--- src/rtl/cycle_sequencer.sv ---
// -----------------------------------------------------------------------------
// cycle_sequencer
//
// Generates a two-phase, non-overlapping enable pattern (CLK1/CLK2) grouped
// into T0..T7 timing states. Each timing state is four sub-phases long. A
// memory WAIT can stretch T3 by whole sub-phase passes. A small control FSM
// selects between free-running, single-stepping one instruction cycle, and
// halted.
//
// Ports
//   CLK     in   system clock, rising edge active
//   RST     in   asynchronous reset, active low
//   RUN     in   free-run enable (level)
//   STEP    in   single-step request (rising edge)
//   WAIT    in   memory wait, sampled only at the end of T3
//   CLK1    out  phase-1 enable (sub-phase 0)
//   CLK2    out  phase-2 enable (sub-phase 2)
//   SYNC    out  high throughout T7
//   TSTATE  out  current timing state 0..7
//   HALTED  out  high while the sequencer is stopped
//
// Every output comes straight from a flop. These flops are loaded from the
// sub-phase and timing-state counters of the previous cycle. As a result, the
// visible pattern starts one cycle after the control FSM leaves HALT. That
// first cycle shows all enables low with HALTED already low.
// -----------------------------------------------------------------------------
module cycle_sequencer (
  input  logic       CLK,
  input  logic       RST,
  input  logic       RUN,
  input  logic       STEP,
  input  logic       WAIT,
  output logic       CLK1,
  output logic       CLK2,
  output logic       SYNC,
  output logic [2:0] TSTATE,
  output logic       HALTED
);

  // state       | meaning
  // ------------+-------------------------------------------------------------
  // ST_HALT     | stopped; counters frozen at 0, enables low, HALTED high
  // ST_RUNNING  | free-running; leaves only at the end of T7 with RUN low
  // ST_STEPPING | one full T0..T7 cycle; then RUNNING if RUN is high, else HALT
  typedef enum logic [1:0] {
    ST_HALT     = 2'd0,
    ST_RUNNING  = 2'd1,
    ST_STEPPING = 2'd2
  } state_e;

  state_e     state_q, state_d;
  logic [1:0] sub_q, sub_d;
  logic [2:0] tstate_q, tstate_d;
  logic       step_prev_q, step_prev_d;
  logic       clk1_q, clk1_d;
  logic       clk2_q, clk2_d;
  logic       sync_q, sync_d;
  logic [2:0] tout_q, tout_d;
  logic       halted_q, halted_d;

  logic step_rise;
  logic active;
  logic last_sub;
  logic cycle_end;
  logic hold_t3;
  logic stay_active;

  // A STEP that is high at the first edge after reset counts as a rising
  // edge, because the history register clears to 0 on reset.
  assign step_rise = STEP & ~step_prev_q;
  assign active    = (state_q != ST_HALT);
  assign last_sub  = active && (sub_q == 2'd3);
  assign cycle_end = last_sub && (tstate_q == 3'd7);
  // WAIT matters only on the edge that leaves the last sub-phase of T3.
  assign hold_t3   = last_sub && (tstate_q == 3'd3) && WAIT;

  // ---------------------------------------------------------------------------
  // State register
  // ---------------------------------------------------------------------------
  always_ff @(posedge CLK or negedge RST) begin
    if (!RST) begin
      state_q     <= ST_HALT;
      sub_q       <= 2'd0;
      tstate_q    <= 3'd0;
      step_prev_q <= 1'b0;
      clk1_q      <= 1'b0;
      clk2_q      <= 1'b0;
      sync_q      <= 1'b0;
      tout_q      <= 3'd0;
      halted_q    <= 1'b1;
    end else begin
      state_q     <= state_d;
      sub_q       <= sub_d;
      tstate_q    <= tstate_d;
      step_prev_q <= step_prev_d;
      clk1_q      <= clk1_d;
      clk2_q      <= clk2_d;
      sync_q      <= sync_d;
      tout_q      <= tout_d;
      halted_q    <= halted_d;
    end
  end

  // ---------------------------------------------------------------------------
  // Next-state logic
  // ---------------------------------------------------------------------------
  always_comb begin
    state_d = state_q;
    unique case (state_q)
      ST_HALT: begin
        // RUN takes priority over a simultaneous STEP edge.
        if (RUN) begin
          state_d = ST_RUNNING;
        end else if (step_rise) begin
          state_d = ST_STEPPING;
        end
      end
      ST_RUNNING: begin
        if (cycle_end && !RUN) begin
          state_d = ST_HALT;
        end
      end
      ST_STEPPING: begin
        if (cycle_end) begin
          state_d = RUN ? ST_RUNNING : ST_HALT;
        end
      end
      default: state_d = ST_HALT;
    endcase
  end

  // ---------------------------------------------------------------------------
  // Counters and registered outputs
  // ---------------------------------------------------------------------------
  always_comb begin
    // The counters stay live only while the FSM is active now and stays
    // active. Entering HALT drops them straight back to 0. Leaving HALT
    // keeps them at 0 for one edge, which gives the idle first cycle.
    stay_active = active && (state_d != ST_HALT);

    sub_d    = 2'd0;
    tstate_d = 3'd0;
    if (stay_active) begin
      sub_d    = sub_q + 2'd1;
      tstate_d = tstate_q;
      if (last_sub && !hold_t3) begin
        tstate_d = tstate_q + 3'd1;
      end
    end

    clk1_d      = stay_active && (sub_q == 2'd0);
    clk2_d      = stay_active && (sub_q == 2'd2);
    sync_d      = stay_active && (tstate_q == 3'd7);
    tout_d      = stay_active ? tstate_q : 3'd0;
    halted_d    = (state_d == ST_HALT);
    step_prev_d = STEP;
  end

  assign CLK1   = clk1_q;
  assign CLK2   = clk2_q;
  assign SYNC   = sync_q;
  assign TSTATE = tout_q;
  assign HALTED = halted_q;

endmodule

--- config.mk ---
export PLATFORM = sky130hd
export DESIGN_NAME = cycle_sequencer
export DESIGN_NICKNAME = d
export VERILOG_FILES = /design/src/rtl/cycle_sequencer.sv
export SDC_FILE = /design/constraint.sdc
export NUM_CORES = 1
export LEC_CHECK = 0
export CORE_MARGIN = 2
export CORE_UTILIZATION = 40
export CTS_CLUSTER_SIZE = 14
export DETAILED_ROUTE_END_ITERATION = 8
export PLACE_DENSITY = 0.63
export SYNTH_ARGS = -nofsm -noshare
export SYNTH_HDL_FRONTEND = slang
export SYNTH_SLANG_ARGS = --single-unit
export TNS_END_PERCENT = 30
--- constraint.sdc ---
create_clock -name CLK -period 2.2 [get_ports CLK]
set_clock_uncertainty 0.1 [all_clocks]
set_input_delay 0.44 -clock CLK [delete_from_list [all_inputs] [get_ports CLK]]
set_output_delay 0.44 -clock CLK [all_outputs]
set_load 0.02 [all_outputs]
==> out/qor.yml, run 1 <==
cp_num_cells: 1
die_w_um: 45.1
grt_max_degree: 16
fin_crit_ns: 1.92
portBuffers: 11
utilization_pct: 53.7
ys_warn_count: 0
cts_buffer_depth: 2
synth_top_area_share_pct: 51.9
finalPower_mw: 1.05
wl_per_cell_um: 11.3
rows: 14
cp_cell_sequence: "clkdlybuf4s50_1"
place_congestion: 0.656
cts_buffers: 3
grt_pass1_wl_mm: 1.74
final_layout_size_suffix_gt1_share_pct: 21.4
status: "completed"
grt_setup_unrepaired: "no"
path_buf_inv: 1
clk_pin_slew_ns: 0.08
area_growth_pct: 22.4
drc_errors: 0
dieArea_um2: 2030
cts_max_level: 1
avgSynthCellArea_um2: 12.1
maxCapViolCount: 0
worst_r2r_endpoint: "sub_q[1]"
fin_tns_setup_ns: 0
grt_overflow: 0
synth_cell_types: 23
grt_antenna_before_repair: 0
cts_tree: "yes"
p_leak_nw: 0.370
hold_path.class: "reg2reg"
synth_fp_nets: 67
fin_ws_ns: 0.278
cts_setup_buffers: 0
grt_pass1_vias: 401
drtIter0Drc: 4
synthFlopType: "dfrtp_1"
wl_met1_um: 470
end_kind: "output pin"
met3_wirelength_um: 33
place.detailed.hpwl_um: 736
start_util_pct: 43.8
fp.dieH_um: 45.1
track_usage_pct: 12.3
synth-seq-cells: 15
fillCellCount: 148
synth_largest_area_cell: "dfrtp_1"
clockRootBuffer: "clkbuf_4"
crit_family: "buffers and inverters"
async_flop_share_pct: 100
synth-edff-count: 0
setup_violations: 0
routed_wirelength_um: 975
tightest_slew_ns: 0.650
slew_headroom_pct: 56.5
viasPerCell: 4.80
cts.sinks: 15
yosysMostFrequentCell: "dfrtp_1"
hold_violations: 0
setup.worst_path.start_class: "flip-flop"
max_freq_mhz: 520
antenna_left: 0
vias: 413
dp_slack_ns: 0.332
io_pins: 12
antenna_cells: 0
cpPeakStageDelay_ns: 0.59
path_class: "reg2out"
syn-cell-area_um2: 676
maxSlewViolCount: 0
worstSetupStartpoint: "HALTED"
synthTopCellsByCount: "14 x dfrtp_1, 7 x nor2_1, 6 x and2_2, 6 x ha_1, 3 x inv_1"
cts_hold_buf: 0
cpMaxStageDelayCell: "clkdlybuf4s50_1"
powerDensity_nw_per_um2: 1270
netlist_instances: 56
ys_top_cells_by_area: "dfrtp_1 52%, ha_1 11%, and2_2 6.7%"
core_area_um2: 1540
highest_layer: "met4"
insertion_delay_ns: 0.27
r2r_slack_ns: 0.58
ff2ff_path_depth: 5
ir_worst_vdd_mv: 0.636
drt_first_pass_iters: 3
crit_path_end: "HALTED"
layout.nets: 82
dr_wl_met2_um: 456
cts-resized-gates: 0
ys_seq_area_share_pct: 55.7
min_period_over_period_pct: 87.4
cp_data_arrival_time_ns: 1.38
worst-path-max-fanout: 1
critPathRequiredTime_ns: 1.66
r2r_start: "tstate_q[0]"
==> area by class of cell <==
cell class                 instances  area [um^2]  share of cell area [%]
timing repair buffer              11          110                    13.3
sequential                        15          377                    45.5
multi-input combinational         37          283                    34.2
clock buffer                       4         26.3                    3.18
tap                               16         20.0                    2.42
inverter                           3         11.3                    1.36
==> stage by stage <==
stage	hold WS [ns]	std cells	area [um^2]
after global placement	0.346	82	801
after floorplan	0.0444	56	676
after CTS	0.366	86	827
final	0.361	86	827
after detailed placement	0.355	82	801
after global routing	0.409	86	827
==> registers in the layout, indices dropped and copies added (netlist names) <==
register / cells
CLK1: 1
CLK2: 1
HALTED: 1
SYNC: 1
TSTATE: 3
state_q: 2
step_prev_q: 1
sub_q: 2
tstate_q: 3
==> power breakdown <==
group,switching [mW],internal (mW)
logic,0.221,0.237
registers,0.0576,0.384
clock network,0.0800,0.0702
total,0.359,0.692
==> worst min path at each step <==
stage,start,end,slack (ns),cells after the start
finish,sub_q[0],sub_q[0],0.36,1
CTS,sub_q[0],sub_q[0],0.37,1
floorplan,RST,CLK1,0.04,0
global placement,sub_q[0],sub_q[0],0.35,1
detailed placement,sub_q[0],sub_q[0],0.35,1
global route,sub_q[0],sub_q[0],0.41,1
==> routing by layer <==
layer,vias to the layer above,track usage [%]
li1,213,-
met1,191,15.5
met2,7,18.9
met3,2,3.60
met4,0,7.06
met5,-,0
==> logic make-up after synthesis <==
kind of cell / after synthesis / synth area share, %
compound gates: 9 / 9.26
fa+ha+maj: 6 / 11.1
xor+xnor: 2 / 2.59
buf+inv: 4 / 2.41
mux: 1 / 1.48
simple gates: 19 / 17.4
flops: 15 / 55.7
==> layout by cell type (no fill, tap or decap) <==
cell,count
dfstp_2,1
o21ai_0,2
mux2i_1,1
clkbuf_4,3
o21ai_2,1
nand2_1,1
a21boi_2,1
dfrtp_1,14
clkdlybuf4s50_1,11
a21oi_1,2
a32oi_1,1
nor2_1,7
and2_2,6
clkbuf_1,1
o22ai_1,1
nor4b_1,1
or2b_2,1
a211oi_1,1
nand2b_1,1
inv_1,3
xor2_1,1
and2b_2,1
ha_1,6
xnor2_1,1
and3b_2,1
Note: power is estimated with default switching activity, not from simulation.
==> run 2, diff against run 1 <==
- PLACE_DENSITY: 0.63 -> 0.72
==> run 2 against run 1 <==
Net effect:
- global-route usage decreased by 0.59 points
- register-to-register slack about the same
- final cell count unchanged
- clock power about the same
- critical path depth unchanged
- combinational power about the same
- non-clock buffer count unchanged
- core utilization unchanged
- sequential share of layout area unchanged
- first-iteration DRC count increased by 25%
- die area unchanged
==> out/qor.yml, run 2 (same netlist as run 1, synthesis figures left out) <==
maxSlewViolCount: 0  # unchanged
ff2ff_path_depth: 5  # unchanged
intPower_mw: 0.692  # about the same
grt_pass1_wl_mm: 1.68  # was 1.74 mm
track_usage_pct: 11.8  # was 12.3%
cts.sinks: 15  # unchanged
cts_tree: "yes"  # unchanged
r2r_start: "tstate_q[0]"  # unchanged
final_cell_area_um2: 827  # unchanged
seqCellArea_um2: 377  # unchanged
place_congestion: 0.835  # was 0.656
path_class: "reg2out"  # unchanged
final_layout_size_suffix_gt1_share_pct: 21.4  # unchanged
cpPeakStageDelay_ns: 0.59  # about the same
grt_antenna_before_repair: 0  # unchanged
path_buf_inv: 1  # unchanged
end_kind: "output pin"  # unchanged
swShare_pct: 34.2  # about the same
fillCellCount: 134  # was 148
p_seq_share_pct: 42.1  # about the same
layout_common_cells: "14 x dfrtp_1, 11 x clkdlybuf4s50_1, 7 x nor2_1, 6 x and2_2, 6 x ha_1"  # unchanged
layout.nets: 82  # unchanged
ir_worst_vdd_mv: 0.654  # was 0.636 mV
dieArea_um2: 2030  # unchanged
grt_setup_unrepaired: "no"  # unchanged
wl_per_cell_um: 10.8  # was 11.3 um
tightest_slew_ns: 0.642  # was 0.650 ns
utilization_pct: 53.7  # unchanged
drtIter0Drc: 5  # was 4
hold_path.class: "reg2reg"  # unchanged
antenna_cells: 0  # unchanged
whs_path_depth: 1  # unchanged
core_area_um2: 1540  # unchanged
start_util_pct: 43.8  # unchanged
r2r_slack_ns: 0.57  # was 0.58 ns
drc_errors: 0  # unchanged
cts-resized-gates: 0  # unchanged
power_frac_clock_pct: 14.3  # about the same
clockRootBuffer: "clkbuf_4"  # unchanged
vias: 416  # was 413
cts_hold_buf: 0  # unchanged
status: "completed"  # unchanged
worst_r2r_endpoint: "TSTATE[1]"  # was sub_q[1]
cts_buffer_depth: 2  # unchanged
grt_pass1_vias: 422  # was 401
rows: 14  # unchanged
drt_first_pass_iters: 2  # was 3
setup_violations: 0  # unchanged
maxCapViolCount: 0  # unchanged
insertion_delay_ns: 0.27  # about the same
power.switching_mw: 0.361  # was 0.359 mW
critPathRequiredTime_ns: 1.66  # about the same
fin_tns_setup_ns: 0  # unchanged
io_pins: 12  # unchanged
hold_path.startpoint: "sub_q[0]"  # unchanged
fin_crit_ns: 1.93  # was 1.92 ns
fp.dieH_um: 45.1  # unchanged
worst-path-max-fanout: 1  # unchanged
cts_buffers: 3  # unchanged
clk_pin_slew_ns: 0.09  # was 0.08 ns
layout_commonest_cell: "dfrtp_1"  # unchanged
cts_max_level: 1  # unchanged
antenna_left: 0  # unchanged
comb_power_share_pct: 43.6  # about the same
crit_family: "buffers and inverters"  # unchanged
cp_cell_sequence: "clkdlybuf4s50_1"  # unchanged
cp_data_arrival_time_ns: 1.39  # was 1.38 ns
powerDensity_nw_per_um2: 1270  # about the same
p_leak_nw: 0.370  # unchanged
cts_setup_buffers: 0  # unchanged
place.detailed.hpwl_um: 717  # was 736 um
setup.worst_path.start_class: "flip-flop"  # unchanged
multiInputGateArea_um2: 283  # unchanged
slew_headroom_pct: 57.1  # was 56.5%
min_to: "sub_q[0]"  # unchanged
viasPerCell: 4.84  # was 4.80
routed_wirelength_um: 932  # was 975 um
grt_max_degree: 16  # unchanged
hold_violations: 0  # unchanged
fin_hold_ws_ns: 0.370  # was 0.361 ns
max_freq_mhz: 518  # was 520 MHz
die_w_um: 45.1  # unchanged
cpMaxStageDelayCell: "clkdlybuf4s50_1"  # unchanged
min_period_over_period_pct: 87.7  # was 87.4%
area_growth_pct: 22.4  # unchanged
dpl_cell_area_um2: 801  # unchanged
portBuffers: 11  # unchanged
grt_overflow: 0  # unchanged
run 2: cell counts in the layout (fill, tap and decap cells not counted):
Identical to the previous run, type by type.
run 2: worst max-delay path by stage:
stage	slack, ns	end	depth (start not counted)	from
floorplan	0.70	TSTATE[1]	5	tstate_q[0]
global placement	0.37	TSTATE[0]	4	RUN
detailed placement	0.34	TSTATE[1]	4	RUN
CTS	0.26	HALTED	1	HALTED
global route	0.22	HALTED	1	HALTED
finish	0.27	HALTED	1	HALTED
run 2: final cells by class:
cell class              instances  area share (%)
repair buffers                 11            13.3
well taps                      16            2.42
inverters                       3            1.36
clock buffers                   4            3.18
flip-flops and latches         15            45.5
multi-input cells              37            34.2
run 2: layer usage:
metal / part of all wire [%] / routed length (um) / up-vias / track usage, %
met1: 46 / 431 / 191 / 14.0
li1: - / - / 211 / -
met5: 0 / 0 / - / 0
met3: 4.5 / 42 / 2 / 2.40
met4: 2.0 / 19 / 0 / 7.06
met2: 47 / 438 / 12 / 19.4
run 2: power by group through the flow:
stage	sequential (mW)	combinational [mW]	clock [mW]
5_1_grt	0.454	0.526	0.172
6_report	0.443	0.459	0.151
2_1_floorplan	0.505	0.239	0
4_1_cts	0.442	0.467	0.157
3_3_place_gp	0.446	0.457	0
3_5_place_dp	0.448	0.464	0
run 2: stage by stage:
step	power, mW	setup WS (ns)	cells
5_1_grt	1.15	0.224	86
4_1_cts	1.07	0.259	86
3_3_place_gp	0.903	0.372	82
6_report	1.05	0.270	86
3_5_place_dp	0.912	0.344	82
2_1_floorplan	0.743	0.699	56
==> run 3, diff against run 2 <==
- TNS_END_PERCENT: 30 -> not set
==> results of run 3 <==
Same layout as run 2: the final DEF is identical, and so are final timing and power.
